===== src/rtl/div_ctrl_pkg.sv =====
// Shared definitions for the divider issue controller.
//   WordW          : datapath word width (operands, quotient, remainder)
//   MinLatDefault  : default number of post-acceptance cycles in which the
//                    divider's completion flag is not trustworthy
//   div_state_e    : controller state encoding
package div_ctrl_pkg;

  localparam int unsigned WordW         = 32;
  localparam int unsigned MinLatDefault = 2;

  typedef enum logic [2:0] {
    StIdle,
    StReq,
    StWait,
    StDone,
    StDrain
  } div_state_e;

endpackage


===== src/rtl/div_issue_ctrl_if.sv =====
// Request/response bundle between the issue controller and the iterative divider.
//   master : controller side (drives request, observes acceptance/result)
//   slave  : divider side
//   div_valid / div_signed_o / div_x / div_y : request and operands
//   div_tready   : divider accepted the request this cycle
//   div_complete : divider result valid (also high while idle / just loaded)
//   div_s / div_r: quotient / remainder
interface div_issue_ctrl_if;
  import div_ctrl_pkg::*;

  logic             div_valid;
  logic             div_signed_o;
  logic [WordW-1:0] div_x;
  logic [WordW-1:0] div_y;
  logic             div_tready;
  logic             div_complete;
  logic [WordW-1:0] div_s;
  logic [WordW-1:0] div_r;

  modport master (
    output div_valid, div_signed_o, div_x, div_y,
    input  div_tready, div_complete, div_s, div_r
  );

  modport slave (
    input  div_valid, div_signed_o, div_x, div_y,
    output div_tready, div_complete, div_s, div_r
  );

endinterface


===== src/rtl/div_lat_cnt.sv =====
// Saturating latency guard counter, synchronous active-low reset.
//   clr_i : force count to zero
//   en_i  : increment (holds once MaxVal is reached)
//   cnt_o : current count
//   sat_o : count has reached MaxVal
module div_lat_cnt #(
  parameter int unsigned MaxVal = 2,
  parameter int unsigned CntW   = 3
) (
  input  logic            clk_i,
  input  logic            rst_ni,
  input  logic            clr_i,
  input  logic            en_i,
  output logic [CntW-1:0] cnt_o,
  output logic            sat_o
);

  logic [CntW-1:0] cnt_d, cnt_q;

  assign sat_o = (cnt_q == CntW'(MaxVal));
  assign cnt_o = cnt_q;

  always_comb begin
    cnt_d = cnt_q;
    if (clr_i) begin
      cnt_d = '0;
    end else if (en_i && !sat_o) begin
      cnt_d = cnt_q + 1'b1;
    end
  end

  always_ff @(posedge clk_i) begin
    if (!rst_ni) begin
      cnt_q <= '0;
    end else begin
      cnt_q <= cnt_d;
    end
  end

endmodule


===== src/rtl/div_issue_ctrl.sv =====
// Execute-stage initiator for the iterative divider.
// Accepts DIV/DIVU from EX, latches operands, issues them to the divider, waits for
// completion and writes quotient to LO and remainder to HI. Stalls EX while a divide
// is outstanding; a flush after acceptance drains and discards the in-flight result.
// Ports:
//   div_clk, resetn          : clock, synchronous active-low reset
//   ex_valid/ex_div_op/...   : EX instruction, operands and flush
//   ex_stall                 : hold EX
//   div_bus (master)         : divider request/response bundle
//   hi_we/lo_we/hi_wdata/lo_wdata : HI/LO write port
//   busy                     : controller not idle
// Build option: DIV_ZERO_BYPASS_EN -- a zero divisor skips the divider and writes
//   LO=all-ones, HI=dividend directly.
module div_issue_ctrl
  import div_ctrl_pkg::*;
#(
  parameter int unsigned MIN_LAT = MinLatDefault,
  parameter int unsigned CNT_W   = 3
) (
  input  logic                   div_clk,
  input  logic                   resetn,
  input  logic                   ex_valid,
  input  logic                   ex_div_op,
  input  logic                   ex_signed,
  input  logic [WordW-1:0]       ex_src1,
  input  logic [WordW-1:0]       ex_src2,
  input  logic                   ex_flush,
  output logic                   ex_stall,
  div_issue_ctrl_if.master       div_bus,
  output logic                   hi_we,
  output logic                   lo_we,
  output logic [WordW-1:0]       hi_wdata,
  output logic [WordW-1:0]       lo_wdata,
  output logic                   busy
);

  div_state_e       state_d, state_q;
  logic [WordW-1:0] op_x_d, op_x_q;
  logic [WordW-1:0] op_y_d, op_y_q;
  logic             op_signed_d, op_signed_q;
  logic [WordW-1:0] res_s_d, res_s_q;
  logic [WordW-1:0] res_r_d, res_r_q;

  logic             accept;
  logic             cnt_clr;
  logic             cnt_en;
  logic             cnt_sat;
  logic [CNT_W-1:0] cnt_val;
  logic             guard_done;
  logic             div_valid;

  div_lat_cnt #(
    .MaxVal (MIN_LAT),
    .CntW   (CNT_W)
  ) u_lat_cnt (
    .clk_i  (div_clk),
    .rst_ni (resetn),
    .clr_i  (cnt_clr),
    .en_i   (cnt_en),
    .cnt_o  (cnt_val),
    .sat_o  (cnt_sat)
  );

  assign accept     = ex_valid && ex_div_op && !ex_flush;
  // The divider flags complete while idle or just loaded; trust it only after MIN_LAT.
  assign guard_done = cnt_sat && div_bus.div_complete;

  always_comb begin
    state_d     = state_q;
    op_x_d      = op_x_q;
    op_y_d      = op_y_q;
    op_signed_d = op_signed_q;
    res_s_d     = res_s_q;
    res_r_d     = res_r_q;
    cnt_clr     = 1'b0;
    cnt_en      = 1'b0;
    ex_stall    = 1'b0;
    div_valid   = 1'b0;
    hi_we       = 1'b0;
    lo_we       = 1'b0;

    unique case (state_q)
      StIdle: begin
        ex_stall = accept;
        if (accept) begin
          op_x_d      = ex_src1;
          op_y_d      = ex_src2;
          op_signed_d = ex_signed;
          state_d     = StReq;
`ifdef DIV_ZERO_BYPASS_EN
          if (ex_src2 == '0) begin
            res_s_d = '1;
            res_r_d = ex_src1;
            state_d = StDone;
          end
`endif
        end
      end
      StReq: begin
        div_valid = 1'b1;
        ex_stall  = 1'b1;
        cnt_clr   = 1'b1;
        if (ex_flush) begin
          // Once accepted the divider cannot be cancelled, so its result must be drained.
          state_d = div_bus.div_tready ? StDrain : StIdle;
        end else if (div_bus.div_tready) begin
          state_d = StWait;
        end
      end
      StWait: begin
        ex_stall = 1'b1;
        cnt_en   = 1'b1;
        if (ex_flush) begin
          state_d = StDrain;
        end else if (guard_done) begin
          res_s_d = div_bus.div_s;
          res_r_d = div_bus.div_r;
          state_d = StDone;
        end
      end
      StDone: begin
        hi_we   = !ex_flush;
        lo_we   = !ex_flush;
        state_d = StIdle;
      end
      StDrain: begin
        cnt_en   = 1'b1;
        ex_stall = ex_valid && ex_div_op;
        if (guard_done) begin
          state_d = StIdle;
        end
      end
      default: state_d = StIdle;
    endcase
  end

  always_ff @(posedge div_clk) begin
    if (!resetn) begin
      state_q     <= StIdle;
      op_x_q      <= '0;
      op_y_q      <= '0;
      op_signed_q <= 1'b0;
      res_s_q     <= '0;
      res_r_q     <= '0;
    end else begin
      state_q     <= state_d;
      op_x_q      <= op_x_d;
      op_y_q      <= op_y_d;
      op_signed_q <= op_signed_d;
      res_s_q     <= res_s_d;
      res_r_q     <= res_r_d;
    end
  end

  assign div_bus.div_valid    = div_valid;
  assign div_bus.div_signed_o = op_signed_q;
  assign div_bus.div_x        = op_x_q;
  assign div_bus.div_y        = op_y_q;
  assign hi_wdata             = res_r_q;
  assign lo_wdata             = res_s_q;
  assign busy                 = (state_q != StIdle);

endmodule


===== src/flat_wrapper.sv =====
// flat-port wrapper written by rule: the top's interface ports become plain ports
module div_issue_ctrl_flat import div_ctrl_pkg::*;
#(
  parameter int unsigned MIN_LAT = MinLatDefault,
  parameter int unsigned CNT_W   = 3
)
  (div_clk, resetn, ex_valid, ex_div_op, ex_signed, ex_src1, ex_src2, ex_flush, ex_stall, hi_we, lo_we, hi_wdata, lo_wdata, busy, div_bus_div_valid, div_bus_div_signed_o, div_bus_div_x, div_bus_div_y, div_bus_div_tready, div_bus_div_complete, div_bus_div_s, div_bus_div_r);
  div_issue_ctrl_if div_bus_i ();
  input  logic div_clk;
  input  logic resetn;
  input  logic ex_valid;
  input  logic ex_div_op;
  input  logic ex_signed;
  input  logic [WordW-1:0] ex_src1;
  input  logic [WordW-1:0] ex_src2;
  input  logic ex_flush;
  output logic ex_stall;
  output logic hi_we;
  output logic lo_we;
  output logic [WordW-1:0] hi_wdata;
  output logic [WordW-1:0] lo_wdata;
  output logic busy;
  output wire logic [$bits(div_bus_i.div_valid)-1:0] div_bus_div_valid;
  output wire logic [$bits(div_bus_i.div_signed_o)-1:0] div_bus_div_signed_o;
  output wire logic [$bits(div_bus_i.div_x)-1:0] div_bus_div_x;
  output wire logic [$bits(div_bus_i.div_y)-1:0] div_bus_div_y;
  input wire logic [$bits(div_bus_i.div_tready)-1:0] div_bus_div_tready;
  input wire logic [$bits(div_bus_i.div_complete)-1:0] div_bus_div_complete;
  input wire logic [$bits(div_bus_i.div_s)-1:0] div_bus_div_s;
  input wire logic [$bits(div_bus_i.div_r)-1:0] div_bus_div_r;
  assign div_bus_div_valid = div_bus_i.div_valid;
  assign div_bus_div_signed_o = div_bus_i.div_signed_o;
  assign div_bus_div_x = div_bus_i.div_x;
  assign div_bus_div_y = div_bus_i.div_y;
  assign div_bus_i.div_tready = div_bus_div_tready;
  assign div_bus_i.div_complete = div_bus_div_complete;
  assign div_bus_i.div_s = div_bus_div_s;
  assign div_bus_i.div_r = div_bus_div_r;
  div_issue_ctrl #(.MIN_LAT(MIN_LAT), .CNT_W(CNT_W)) u_core (.div_clk(div_clk), .resetn(resetn), .ex_valid(ex_valid), .ex_div_op(ex_div_op), .ex_signed(ex_signed), .ex_src1(ex_src1), .ex_src2(ex_src2), .ex_flush(ex_flush), .ex_stall(ex_stall), .div_bus(div_bus_i), .hi_we(hi_we), .lo_we(lo_we), .hi_wdata(hi_wdata), .lo_wdata(lo_wdata), .busy(busy));
endmodule

===== config.mk =====
export PLATFORM = sky130hd
export DESIGN_NAME = div_issue_ctrl_flat
export DESIGN_NICKNAME = d
export VERILOG_FILES = /design/src/rtl/div_ctrl_pkg.sv /design/src/rtl/div_issue_ctrl_if.sv /design/src/rtl/div_lat_cnt.sv /design/src/rtl/div_issue_ctrl.sv /design/src/flat_wrapper.sv
export SDC_FILE = /design/constraint.sdc
export NUM_CORES = 1
export LEC_CHECK = 0
export ABC_CLOCK_PERIOD_IN_PS = 4100
export CAP_MARGIN = 15
export CORE_UTILIZATION = 43
export DETAILED_ROUTE_END_ITERATION = 12
export PLACE_DENSITY = 0.9
export REMOVE_ABC_BUFFERS = 1
export SLEW_MARGIN = 15
export SYNTH_ARGS = -nofsm -noshare
export SYNTH_HDL_FRONTEND = slang
export SYNTH_SLANG_ARGS = --single-unit

===== constraint.sdc =====
create_clock -name div_clk -period 4.1 [get_ports div_clk]
set_input_delay 1.025 -clock div_clk [delete_from_list [all_inputs] [get_ports div_clk]]
set_output_delay 1.025 -clock div_clk [all_outputs]
set_load 0.01 [all_outputs]

Word level (Yosys, flattened, before mapping)
Cells that the tools add are included.

operators by class
  add/subtract/negate cells = 1
  eq/ne operators = 9
  multiplexer cells = 12
  bitwise logic cells = 2
  reduce and logical (&&, ||, !) cells = 14

operators with widths
  cell                                                  number
  two-way mux 3 bit                                     7
  case mux 3 bit (4 select lines)                       1
  equality test 3 x 2 -> 1 bit (second input constant)  3
  OR reduction 2 bit                                    3
  logical AND 1 bit                                     4
  != test 2 x 1 -> 1 bit (second input constant)        2
  AND reduction 4 bit                                   1
  adder 3 x 1 -> 3 bit (second input constant)          1
  equality test 3 x 1 -> 1 bit (second input constant)  1
  equality test 3 bit (second input constant)           1
  zero test 3 bit                                       1
  two-way mux 1 bit                                     3
  != test 3 x 2 -> 1 bit (second input constant)        1
  != test 3 bit (second input constant)                 1
  case mux 1 bit (3 select lines)                       1
  AND reduction 3 bit                                   1
  nonzero test 3 bit                                    1
  zero test 1 bit                                       2
  NOT 1 bit                                             2
  AND reduction 2 bit                                   1

storage, ports and cells
  register bits = 135
  input bits = 136
  output and inout bits = 134
  logic and storage cells = 45

Logic depth before layout (Yosys ltp)
  depth after elaboration = 5
  mapped depth = 8
  mapped depth without buffers = 6

Modules after synthesis
Synthesis repeated with hierarchy kept, for this count alone.

unflattened totals
  cell total of the unflattened synthesis = 623
  area, all modules = 5318.9 sq um

modules (own cells, without submodules)
  module          instances  cells an instance  area each (sq um)  seq. area each (sq um)
  div_issue_ctrl  1          604                5142.4             2642.5
  div_lat_cnt     1          19                 176.4              60.1

Worst setup path before layout
Ideal clock, no wire load.

  path kind = in2out
  start point = input port ex_flush
  end point = output port lo_we
  arrival time = 1.526 ns
  data required time = 3.075 ns
  slack = 1.549 ns
  stages on the path = 3
  path buffers = 1
  cell sequence = nand2b_1 > nor2_1 > buf_4

between the ends
  cells in the longest elaborated chain, start to end = 2

ends and longest elaborated chain
  item               line                text
  start, declared    flat_wrapper.sv:16  input logic ex_flush;
  zero test 1 bit    --
  two-way mux 1 bit  --
  end, declared      flat_wrapper.sv:19  output logic lo_we;

No other way between the ends.

Final worst setup path
  start point = input port ex_flush
  end point = output port ex_stall

between the ends
  cells in the longest elaborated chain, start to end = 3

ends and longest elaborated chain
  item                             line                  text
  zero test 1 bit                  div_issue_ctrl.sv:64  assign accept = ex_valid && ex_div_op && !ex_flush;
  logical AND 1 bit                div_issue_ctrl.sv:64
  case mux 1 bit (3 select lines)  div_issue_ctrl.sv:82  unique case (state_q)
  end, declared                    flat_wrapper.sv:17    output logic ex_stall;

No other way between the ends.

==> impl_metrics.toml <==
[sta]
setup_viol_count_final = 0
skew_ns = 0.00526
finalCriticalPeriod_ns = 3.62
fmax_mhz = 276
worst_slack_ns = 0.477
rsz0062_at_grt = "false"
maxSlewHeadroom = 0.535
drv_slew = 0
hold_viol = 0
fin_setup_tns_ns = 0
tightestPinTransition_ns = 0.698
post-route-period-util = 0.884

[floorplanning]
core_mm2 = 0.0120
die_h_um = 113
die_area_mm2 = 0.0127
die_w_um = 113
num_rows = 40
io_pins = 270
start_util = 0.439

[setup_path]
slowest_stage = "clkdlybuf4s50_1"
max_stage_delay_ns = 0.53
r2r_cells = 5
critPathMaxFanout = 7
cp_data_arrival_time_ns = 2.60
cp-start-kind = "primary input"
crit_type = "in2out"
path_common_cell = "clkdlybuf4s50_1"
cp-end-kind = "output pin"
required_ns = 3.07
path_cells = "clkdlybuf4s50_1 -> nand3b_1 -> nand2b_1 -> a21o_1 -> clkdlybuf4s50_1"

[synthesis]
synthCells = 612
seq_area_frac_synth = 0.512
ys.warnings.count = 0
yosys_register_bits = 135
synth_cell_type_count = 35
mappedNetlistArea_mm2 = 0.00528
syn_avg_cell_area_um2 = 8.62

[clock_network]
cts_setup_buffers = 0
cts_num_sinks = 135
cts-resized-gates = 0
ctsHoldBuffers = 0
htree_levels = 4
cts_inserted_buffers = 17
root_buffer = "clkbuf_16"
insertion_delay_ns = 0.41
cts_max_path_buffers = 2
cts_tree = "done"
cts.clk_slew.worst_paths_ns = 0.05

[place]
io_buffers = 269
post-dp-hpwl_um = 9530
place_ws_ns = 0.488
place_congestion = 0.770

[routing]
wl_um = 14200
drt-pass1-iter-count = 4
routedWlPerCell_um = 13.9
drc = 0
drt_iter0_markers = 364
via_per_inst = 4.83
via_count = 4925
ant_nets = 0

[global_routing]
grt_use_total = 0.225
grt_pass1_wl_um = 22700
grt_max_degree = 73
grt_pass1_vias = 4718
overflow = 0
antenna_found_initial = 0

[final_layout]
post-route-util = 0.705
final_common_cell = "clkdlybuf4s50_1"
final_cell_mix = "clkdlybuf4s50_1 (268), nand2_1 (260), dfxtp_1 (135), a21boi_1 (70), a21boi_0 (59)"
final_nets = 998
area_growth_pct = 60.5
diodes = 0
layout-drive-gt1-share = 0.0504

[outcome]
outcome = "finished clean"

[job]
maxCapViolCount = 0

[pwr]
p_leak_uw = 0.00296
ir_drop_mv = 0.259
powerDensity_mw_per_mm2 = 395

[min_path]
hold_path_depth = 2
min_path_type = "reg2reg"
## cells by family (layout without fill, tap and decap cells)
group	Yosys count	count (layout)	share of synthesized area
flops	135	135	0.512
compound gates	136	136	0.193
xor+xnor	3	3	0.00498
fa+ha+maj	2	2	0.00474
buf+inv	48	309	0.0607
simple gates	285	285	0.219
mux	3	3	0.00569
## cell usage after synthesis
cell	number	area [um^2]
buf_6	12	135
a21oi_1	2	10.0
nor2_2	1	6.26
inv_2	1	3.75
nor3b_1	1	7.51
a21boi_0	59	443
nor2_1	6	22.5
xnor2_1	3	26.3
dfxtp_1	135	2700
nand4b_1	1	8.76
mux2i_1	3	30.0
nor4_1	1	6.26
nor4b_2	1	15.0
nor3_4	1	16.3
a21o_1	1	7.51
inv_1	1	3.75
nand2_1	260	976
nor2b_1	2	12.5
o21ai_0	1	5.00
a211oi_1	1	7.51
a21boi_1	70	526
nor3_2	1	10.0
and2b_1	2	15.0
nand4_2	1	12.5
nand2b_1	3	18.8
a221o_1	1	10.0
a32o_1	1	10.0
buf_4	11	82.6
nand3_1	1	5.00
buf_2	7	35.0
clkbuf_1	16	60.1
and4_1	1	8.76
nand3b_1	1	7.51
or2_1	1	6.26
ha_1	2	25.0
## critical path, delay by kind of cell
family	cells	cell delay, ns
AO/OA/AOI/OAI	1	0.11
buffers and inverters	2	1.03
AND/OR/NAND/NOR	2	0.43
## sequential cells by signal, summed over array words and instances, names as in the netlist
signal and flops:
u_core.div_bus.div_signed_o 1, u_core.lo_wdata 32, u_core.hi_wdata 32, u_core.div_bus.div_x 32, u_core.u_lat_cnt.cnt_o 3, u_core.div_bus.div_y 32
u_core.state_q 3
## worst paths after layout
check,startpoint,to,slack (ns)
worst max-delay path,ex_flush,ex_stall,0.48
worst min-delay path,u_core.div_bus.div_y[4],u_core.div_bus.div_y[4],0.45
worst max register to register,u_core.state_q[1],u_core.lo_wdata[27],2.02
worst min register to register,u_core.div_bus.div_y[4],u_core.div_bus.div_y[4],0.45
## layout make-up
cell class,count,area [um^2]
fill,918,3540
timing repair buffer,275,2750
sequential,135,2700
multi-input combinational,429,2260
clock buffer,23,468
tap,147,184
clock inverter,9,100
inverter,2,7.51
## per-layer routing
metal  part of all wire  vias to the layer above  GRT usage
met2               0.51                      162      0.402
met5                  0                        -          0
met1               0.40                     2270      0.247
met3              0.059                       29     0.0605
li1                   -                     2464          -
met4              0.027                        0      0.103
## through the flow
| stage | instance area [um^2] | std cells | total power, uW | hold slack, ns |
|---|---|---|---|---|
| 2_1_floorplan | 4960 | 566 | 1620 | 0.478 |
| 3_3_place_gp | 7900 | 988 | 1910 | 0.439 |
| 3_5_place_dp | 7900 | 988 | 1920 | 0.444 |
| 4_1_cts | 8470 | 1020 | 3370 | 0.452 |
| 5_1_grt | 8470 | 1020 | 3480 | 0.464 |
| 6_report | 8470 | 1020 | 3340 | 0.448 |
## report_power, final
group / internal, uW / switching, uW / leakage (uW)
clock: 921 / 531 / 0.000277
combinational: 285 / 202 / 0.00159
sequential: 1360 / 43.5 / 0.00109
No activity file was read; power rests on OpenSTA's default activity.
